## config.mk

```make
export PLATFORM = sky130hd
export DESIGN_NAME = data_fetch_b
export DESIGN_NICKNAME = d
export VERILOG_FILES = /design/src/rtl/data_fetch_b.sv
export SDC_FILE = /design/constraint.sdc
export NUM_CORES = 1
export LEC_CHECK = 0
export CAP_MARGIN = 20
export CORE_ASPECT_RATIO = 0.7
export CORE_UTILIZATION = 37
export CTS_CLUSTER_SIZE = 24
export DETAILED_ROUTE_END_ITERATION = 16
export DONT_BUFFER_PORTS = 1
export PLACE_DENSITY = 0.47
export SLEW_MARGIN = 20
export SYNTH_ARGS = -nofsm -noshare
export SYNTH_HDL_FRONTEND = slang
export SYNTH_SLANG_ARGS = --single-unit
```

## constraint.sdc

```tcl
create_clock -name Clk -period 2.7 [get_ports Clk]
set_clock_uncertainty 0.1 [all_clocks]
set_input_delay 0.27 -clock Clk [delete_from_list [all_inputs] [get_ports Clk]]
set_output_delay 0.27 -clock Clk [all_outputs]
set_load 0.03 [all_outputs]
```

## src/rtl/data_fetch_b.sv

```systemverilog
// Four-phase request/acknowledge consumer feeding a first-word-fall-through FIFO.
// Optional handshake timeout with sticky Error is enabled by defining DATA_FETCH_B_TIMEOUT_EN.
module data_fetch_b #(
  parameter int DEPTH          = 4,
  parameter int DATA_W         = 8,
  parameter int TIMEOUT_CYCLES = 16
) (
  input  logic                     Clk,
  input  logic                     Reset,
  input  logic                     Enable,
  input  logic                     Ack,
  input  logic [DATA_W-1:0]        Data,
  output logic                     DataRequest,
  input  logic                     Pop,
  output logic [DATA_W-1:0]        OutData,
  output logic                     Empty,
  output logic                     Full,
  output logic [$clog2(DEPTH):0]   Count,
  output logic                     Error
);

  localparam int AW = $clog2(DEPTH);
  localparam int CW = AW + 1;
  localparam logic [CW-1:0] DEPTH_C   = CW'(DEPTH);
  localparam logic [CW-1:0] CNT_ONE   = CW'(1);
  localparam logic [CW-1:0] CNT_ZERO  = {CW{1'b0}};
  localparam logic [AW-1:0] PTR_ONE   = AW'(1);
  localparam logic [AW-1:0] PTR_ZERO  = {AW{1'b0}};

  typedef enum logic [1:0] {
    IDLE    = 2'd0,
    REQ     = 2'd1,
    RELEASE = 2'd2
  } state_t;

  state_t              state_q;
  logic                req_q;
  logic [AW-1:0]       wr_ptr_q;
  logic [AW-1:0]       rd_ptr_q;
  logic [CW-1:0]       count_q;
  logic [DATA_W-1:0]   mem_q [DEPTH];

  logic                push_s;
  logic                pop_s;
  logic                full_s;
  logic                empty_s;
  logic                timeout_s;

  assign full_s  = (count_q == DEPTH_C);
  assign empty_s = (count_q == CNT_ZERO);

  always_comb begin
    push_s = 1'b0;
    pop_s  = 1'b0;
    if (state_q == REQ) begin
      push_s = Ack;
    end else begin
      push_s = 1'b0;
    end
    if (Pop && !empty_s) begin
      pop_s = 1'b1;
    end else begin
      pop_s = 1'b0;
    end
  end

`ifdef DATA_FETCH_B_TIMEOUT_EN
  localparam int TW = $clog2(TIMEOUT_CYCLES + 1);
  localparam logic [TW-1:0] TO_LAST = TW'(TIMEOUT_CYCLES - 1);
  localparam logic [TW-1:0] TO_ONE  = TW'(1);

  logic [TW-1:0] to_cnt_q;
  logic          err_q;

  assign timeout_s = (state_q == REQ) && !Ack && (to_cnt_q == TO_LAST);

  // Wait counter is held at zero outside REQ so each REQ visit starts fresh.
  always_ff @(posedge Clk) begin
    if (!Reset) begin
      to_cnt_q <= {TW{1'b0}};
      err_q    <= 1'b0;
    end else begin
      if (state_q != REQ) begin
        to_cnt_q <= {TW{1'b0}};
      end else if (!Ack) begin
        to_cnt_q <= to_cnt_q + TO_ONE;
      end else begin
        to_cnt_q <= to_cnt_q;
      end
      if (timeout_s) begin
        err_q <= 1'b1;
      end else begin
        err_q <= err_q;
      end
    end
  end

  assign Error = err_q;
`else
  assign timeout_s = 1'b0;
  assign Error     = 1'b0;
`endif

  // Handshake FSM; DataRequest is registered alongside the state.
  always_ff @(posedge Clk) begin
    if (!Reset) begin
      state_q <= IDLE;
      req_q   <= 1'b0;
    end else begin
      case (state_q)
        IDLE: begin
          if (Enable && !full_s) begin
            state_q <= REQ;
            req_q   <= 1'b1;
          end else begin
            state_q <= IDLE;
            req_q   <= 1'b0;
          end
        end
        REQ: begin
          if (Ack) begin
            state_q <= RELEASE;
            req_q   <= 1'b0;
          end else if (timeout_s) begin
            state_q <= IDLE;
            req_q   <= 1'b0;
          end else begin
            state_q <= REQ;
            req_q   <= 1'b1;
          end
        end
        RELEASE: begin
          // Ack must drop before the next fetch, so a held Ack cannot double-capture.
          if (!Ack) begin
            state_q <= IDLE;
          end else begin
            state_q <= RELEASE;
          end
          req_q <= 1'b0;
        end
        default: begin
          state_q <= IDLE;
          req_q   <= 1'b0;
        end
      endcase
    end
  end

  // FIFO pointers and occupancy.
  always_ff @(posedge Clk) begin
    if (!Reset) begin
      wr_ptr_q <= PTR_ZERO;
      rd_ptr_q <= PTR_ZERO;
      count_q  <= CNT_ZERO;
    end else begin
      if (push_s) begin
        wr_ptr_q <= wr_ptr_q + PTR_ONE;
      end else begin
        wr_ptr_q <= wr_ptr_q;
      end
      if (pop_s) begin
        rd_ptr_q <= rd_ptr_q + PTR_ONE;
      end else begin
        rd_ptr_q <= rd_ptr_q;
      end
      case ({push_s, pop_s})
        2'b10:   count_q <= count_q + CNT_ONE;
        2'b01:   count_q <= count_q - CNT_ONE;
        default: count_q <= count_q;
      endcase
    end
  end

  // Storage array; contents need no reset since Empty masks stale words.
  always_ff @(posedge Clk) begin
    if (push_s) begin
      mem_q[wr_ptr_q] <= Data;
    end else begin
      mem_q[wr_ptr_q] <= mem_q[wr_ptr_q];
    end
  end

  assign DataRequest = req_q;
  assign OutData     = mem_q[rd_ptr_q];
  assign Empty       = empty_s;
  assign Full        = full_s;
  assign Count       = count_q;

endmodule
```

# [Yosys cells after proc, flatten, opt, wreduce, memory -nomap -nowiden]
# Memories as Yosys holds them, arrays and structs flattened. A register that Yosys moved wholly into a read port is not among the register bits.
# Cells that the tools add are included.
[totals] out_inout_bits=15 regBits=10 ramBits=32 input_bits=13 elab_cells=41 memories=1
[memory_table] name="mem_q" words=4 width=8 read_ports=1 rd_ports_with_merged_regs=1 wr=1 line_no="41" rtl="logic [DATA_W-1:0] mem_q [DEPTH];"
[classes] addsub=4 bitwise_logic=1 muxes=16 reduce_logical=8 eq_ne=6
[ops] op="$mux 1" n=8
[ops] op="$mux 2" n=4
[ops] op="$mux 8" n=1
[ops] op="$pmux 2 s3" n=1
[ops] op="$pmux 3 s2" n=1
[ops] op="$add 2x1->2 const B" n=2
[ops] op="$eq 2x1->1 const B" n=2
[ops] op="$eq 2x2->1 const B" n=2
[ops] op="$add 3x1->3 const B" n=1
[ops] op="$eq 3x3->1 const B" n=1
[ops] op="$logic_not 3->1" n=1
[ops] op="$sub 3x1->3 const B" n=1
[ops] op="$logic_and 1x1->1" n=2
[ops] op="$logic_not 1->1" n=2
[ops] op="$logic_not 2->1" n=1
[ops] op="$pmux 1 s2" n=1
[ops] op="$reduce_and 2->1" n=1
[ops] op="$reduce_bool 2->1" n=1
[ops] op="$ne 0x0->1" n=1
[ops] op="$or 1x1->1" n=1

# [Depth between registers and ports, before layout]
[depth] depth_word=6 depth_mapped=9 ltp_nobuf=8

# [Worst setup path before layout]
# OpenSTA, ideal clock, no wires.
[synth_path] path_type="register to register" startpoint="reg count_q[0] (netlist: Count[0])" endpoint="reg count_q[2] (netlist: Count[2])" stages_incl_launch_ff=9 synth_period_minus_slack_ns=2.312 setup_time_ns=0.070 arrival_ns=2.142 n_path_buf=0 path_slack_ns=0.388 t_required_ns=2.530 path_cell_list="dfxtp_1 > nor3_2 > nor2b_1 > ha_1 > inv_1 > fa_1 > xor2_1 > or3_1 > a21boi_1"
[synth_via] elab_chain_cells=6 elab_cells_between_ends=10 classes_between="2 x add/sub; 2 x eq/ne; 2 x mux; 4 x reduce/logical"
[synth_lines] item="from (decl)" line_no="40" rtl="logic [CW-1:0] count_q;"
[synth_lines] item="from (signal assigned)" line_no="167" rtl="2'b10: count_q <= count_q + CNT_ONE;"
[synth_lines] item="from (signal assigned)" line_no="168" rtl="2'b01: count_q <= count_q - CNT_ONE;"
[synth_lines] item="from (signal assigned)" line_no="169" rtl="default: count_q <= count_q;"
[synth_lines] item="$logic_not 3->1 *" line_no="50" rtl="assign empty_s = (count_q == CNT_ZERO);"
[synth_lines] item="named net Empty" line_no="16" rtl="output logic Empty,"
[synth_lines] item="$logic_not 1->1 *" line_no="60" rtl="if (Pop && !empty_s) begin"
[synth_lines] item="$logic_and 1x1->1 *" line_no="60"
[synth_lines] item="$mux 1 *" line_no="60"
[synth_lines] item="named net pop_s" line_no="44" rtl="logic pop_s;"
[synth_lines] item="$eq 2x1->1 or $eq 2x2->1 (tied branches)" line_no="166" rtl="case ({push_s, pop_s})"
[synth_lines] item="$pmux 3 s2 or $reduce_bool 2->1 (tied branches)"
# Mark *: on every way through the listed nets, which the timed path passes. The rest lies on a longest branch.
# A chain may end at the register's enable or synchronous reset.

# [Worst setup path after layout]
[layout_path] startpoint="reg count_q[1] (netlist: Count[1])" endpoint="reg count_q[2] (netlist: Count[2])"
[layout_via] elab_chain_cells=6 elab_cells_between_ends=10 classes_between="2 x add/sub; 2 x eq/ne; 2 x mux; 4 x reduce/logical"
[layout_lines] item="$logic_not 3->1 *" line_no="50"
[layout_lines] item="$logic_not 1->1 *" line_no="60"
[layout_lines] item="$logic_and 1x1->1 *" line_no="60"
[layout_lines] item="$mux 1 *" line_no="60"
[layout_lines] item="named net pop_s" line_no="44"
[layout_lines] item="$eq 2x1->1 or $eq 2x2->1 (tied branches)" line_no="166"
[layout_lines] item="$pmux 3 s2 or $reduce_bool 2->1 (tied branches)"
# Marks and branches as above.

==> results.md <==
* Status: finished, violations left
* Failing checks: DRC
* Row count at 20
* Worst Setup Start Kind: register
* DRT Pass-1 Iters at 12
* Vias per cell at approximately 4.7
* RSZ-0062 raised after global routing: false
* GRT Resource Usage Total at 13.2%
* Dpl cells at 158
* Setup TNS Final at 0 ps
* HPWL after detailed placement at 1860 microns
* Final ANT Viol Nets at 0
* Nets at 139
* Net Count, Synth at 125
* Initial antenna violation count at 0
* Final instance area at a little over 2000 sq um
* Final hold violation count at 0
* Fmax at 0.433 GHz
* Final period util at 85.5%
* Final setup viols at 0
* Crit end category: register
* Clock root buffer: clkbuf_8
* Peak supply drop at about 0.31 mV
* Vias in the first global route at 840
* Syn_area_per_cell at 16.6 sq um
* Ys Warns at 0
* Critical path class: reg2reg
* Post-synthesis sequential area ratio at 68.1%
* Max_slew headroom at 58.0%
* Flop and latch count out of synthesis at 44
* PortBufs at 0
* Ports at 28
* Pleak at 0.000689 uW
* Chip height at 59.8 microns
* Starting Density at 39.6%
* Die area at between 5000 and 6000 sq um
* Worst-Margin Slew at between 600 and 700 ps
* MaxCap Viol Count at 0
* Ant. Diodes at 0
* Syn-to-layout area delta at 16.3%
* Worst Path Required at 2820 ps
* # clock sinks at 44
* Crit path DAT at 2430 ps
* Crit path max fanout at 5
* Grt total ovfl at 0
* Final min period at 2310 ps
* Clk_lat worst skew at 290 ps
* Ys flop type: edfxtp_1
* Die width at 84.5 microns
* Syn Inst Count at 106
* Global-route wire length before repair at 4430 microns
* H-tree lvl count at 2
* Non-Filler Instances at 175
* DRC violation count after routing at 2
* GPL Wtd Cong at 0.730
* Pwr dens at 834 nW/um^2
* Clk pin slew, worst setup/hold paths at 80 ps
* Netlist cell types at 26
* Asr flop ratio synth at 0%
* Drt total wl at 2830 microns
* Syn Std Cell Area at 1760 sq um
* Slew Viols, Final at 0
* Num CTS Buffers at 5
* Routed WL per cell at 16.1 microns
* Post-synth EDFFs at 32
* 1st-iter DRT viols at 35
* Share of layout cells above drive strength 1 at 15.8%
* Vias at around 830
* DP Area at 1820 sq um
* Clk buf depth at 2
* Core Box Area at 4450 sq um
* Fillcell total at between 400 and 500
* Hold crit path type: in2reg
* CTS tree: yes
* Largest net degree at the start of global routing at 14
* Fin util at 46.0%
[report_power, final]
group          leakage, uW  internal, uW  switching, uW
combinational     0.000238           134            186
sequential        0.000386           758           56.5
clock            0.0000642           364            211
total             0.000689          1260            453
[final timing paths]
| check | startpoint | end | cells past startpoint | slack, ps |
|---|---|---|---|---|
| setup / recovery | Count[1]$_SDFFE_PN0P_ | Count[2]$_SDFFE_PN0P_ | 8 | 390 |
| hold / removal | Ack | state_q[1]$_SDFF_PN0_ | 1 | 20 |
| setup reg to reg | Count[1]$_SDFFE_PN0P_ | Count[2]$_SDFFE_PN0P_ | 8 | 390 |
| hold reg to reg | rd_ptr_q[1]$_SDFFE_PN0P_ | rd_ptr_q[1]$_SDFFE_PN0P_ | 2 | 390 |
[cells in the mapped netlist, drive strengths merged, types with 3 or more instances]
cell type	instances	area share [%]
dfxtp	12	14
edfxtp	32	55
and3b	3	1.5
inv	7	1.5
ha	5	3.5
mux4	8	10
and2	7	2.5
nand2	3	0.64
buf	3	0.99
o21ai	5	1.4
[per-stage QoR]
stage / worst slack, ps / total power (uW) / hold WS, ps
after global placement: 466 / 1140 / 269
after detailed placement: 397 / 1140 / 269
after CTS: 373 / 1730 / 14.2
final: 391 / 1710 / 21.6
after floorplan: 388 / 1080 / 269
after global routing: 188 / 1790 / 16.4
[repair_timing]
action,in CTS,in global routing
hold buffers,10,0
gates resized for setup,0,0
endpoints found under the hold margin,35,0
setup endpoints to repair,0,0
setup buffers,0,0
[kinds of logic (layout without fill, tap and decap cells)]
family,Yosys count,in the layout,share of synthesized area [%]
xor gates and xnor gates,4,4,1.99
DFF,44,44,68.1
other,1,1,0.213
and+or+nand+nor,22,22,8.66
buffers and inverters,12,26,2.91
muxes,9,9,10.8
adders and majority gates,6,6,4.68
AOI/OAI and AO/OA,8,8,2.63
[worst max-delay path, stage by stage, from the launching register on]
cell and delay [ps]:
dfxtp_1 600, nor3_2 100, nor2b_1 200, ha_1 220
inv_1 60, fa_1 370, xor2_1 160, or3_1 300
a21boi_1 150
[final cells by class]
type / count / area, sq um / area share, %
multi-input cells: 50 / 510 / 24.9
clock buffers: 5 / 68.8 / 3.36
well taps: 55 / 68.8 / 3.36
clock inverters: 2 / 60.1 / 2.93
flip-flops and latches: 44 / 1200 / 58.6
repair buffers: 12 / 115 / 5.61
inverters: 7 / 26.3 / 1.28
[registers in the layout (all words and copies together), names as in the netlist, named ones only]
name and cells:
Count 3, DataRequest 1, mem_q 32, rd_ptr_q 2
state_q 2, wr_ptr_q 2
[layout by cell type, fill, tap and decap left out, drive strengths merged, types with 2 or more instances in the layout]
master / n
a21boi: 2
and2: 7
and3b: 3
buf: 2
bufinv: 2
clkbuf: 5
dfxtp: 12
dlygate4sd3: 10
edfxtp: 32
ha: 5
inv: 7
mux4: 8
nand2: 3
nor2b: 2
o21ai: 5
or3: 2
xnor2: 2
xor2: 2
[metal layers]
metal | global-route usage (%) | vias up | part of all wire [%]
met2 | 18.6 | 19 | 42
met3 | 6.22 | 2 | 6.4
met1 | 17.1 | 400 | 50
met5 | 0 | - | 0
li1 | - | 410 | -
met4 | 6.54 | 0 | 1.1
Power figures use the tool's default switching activity.
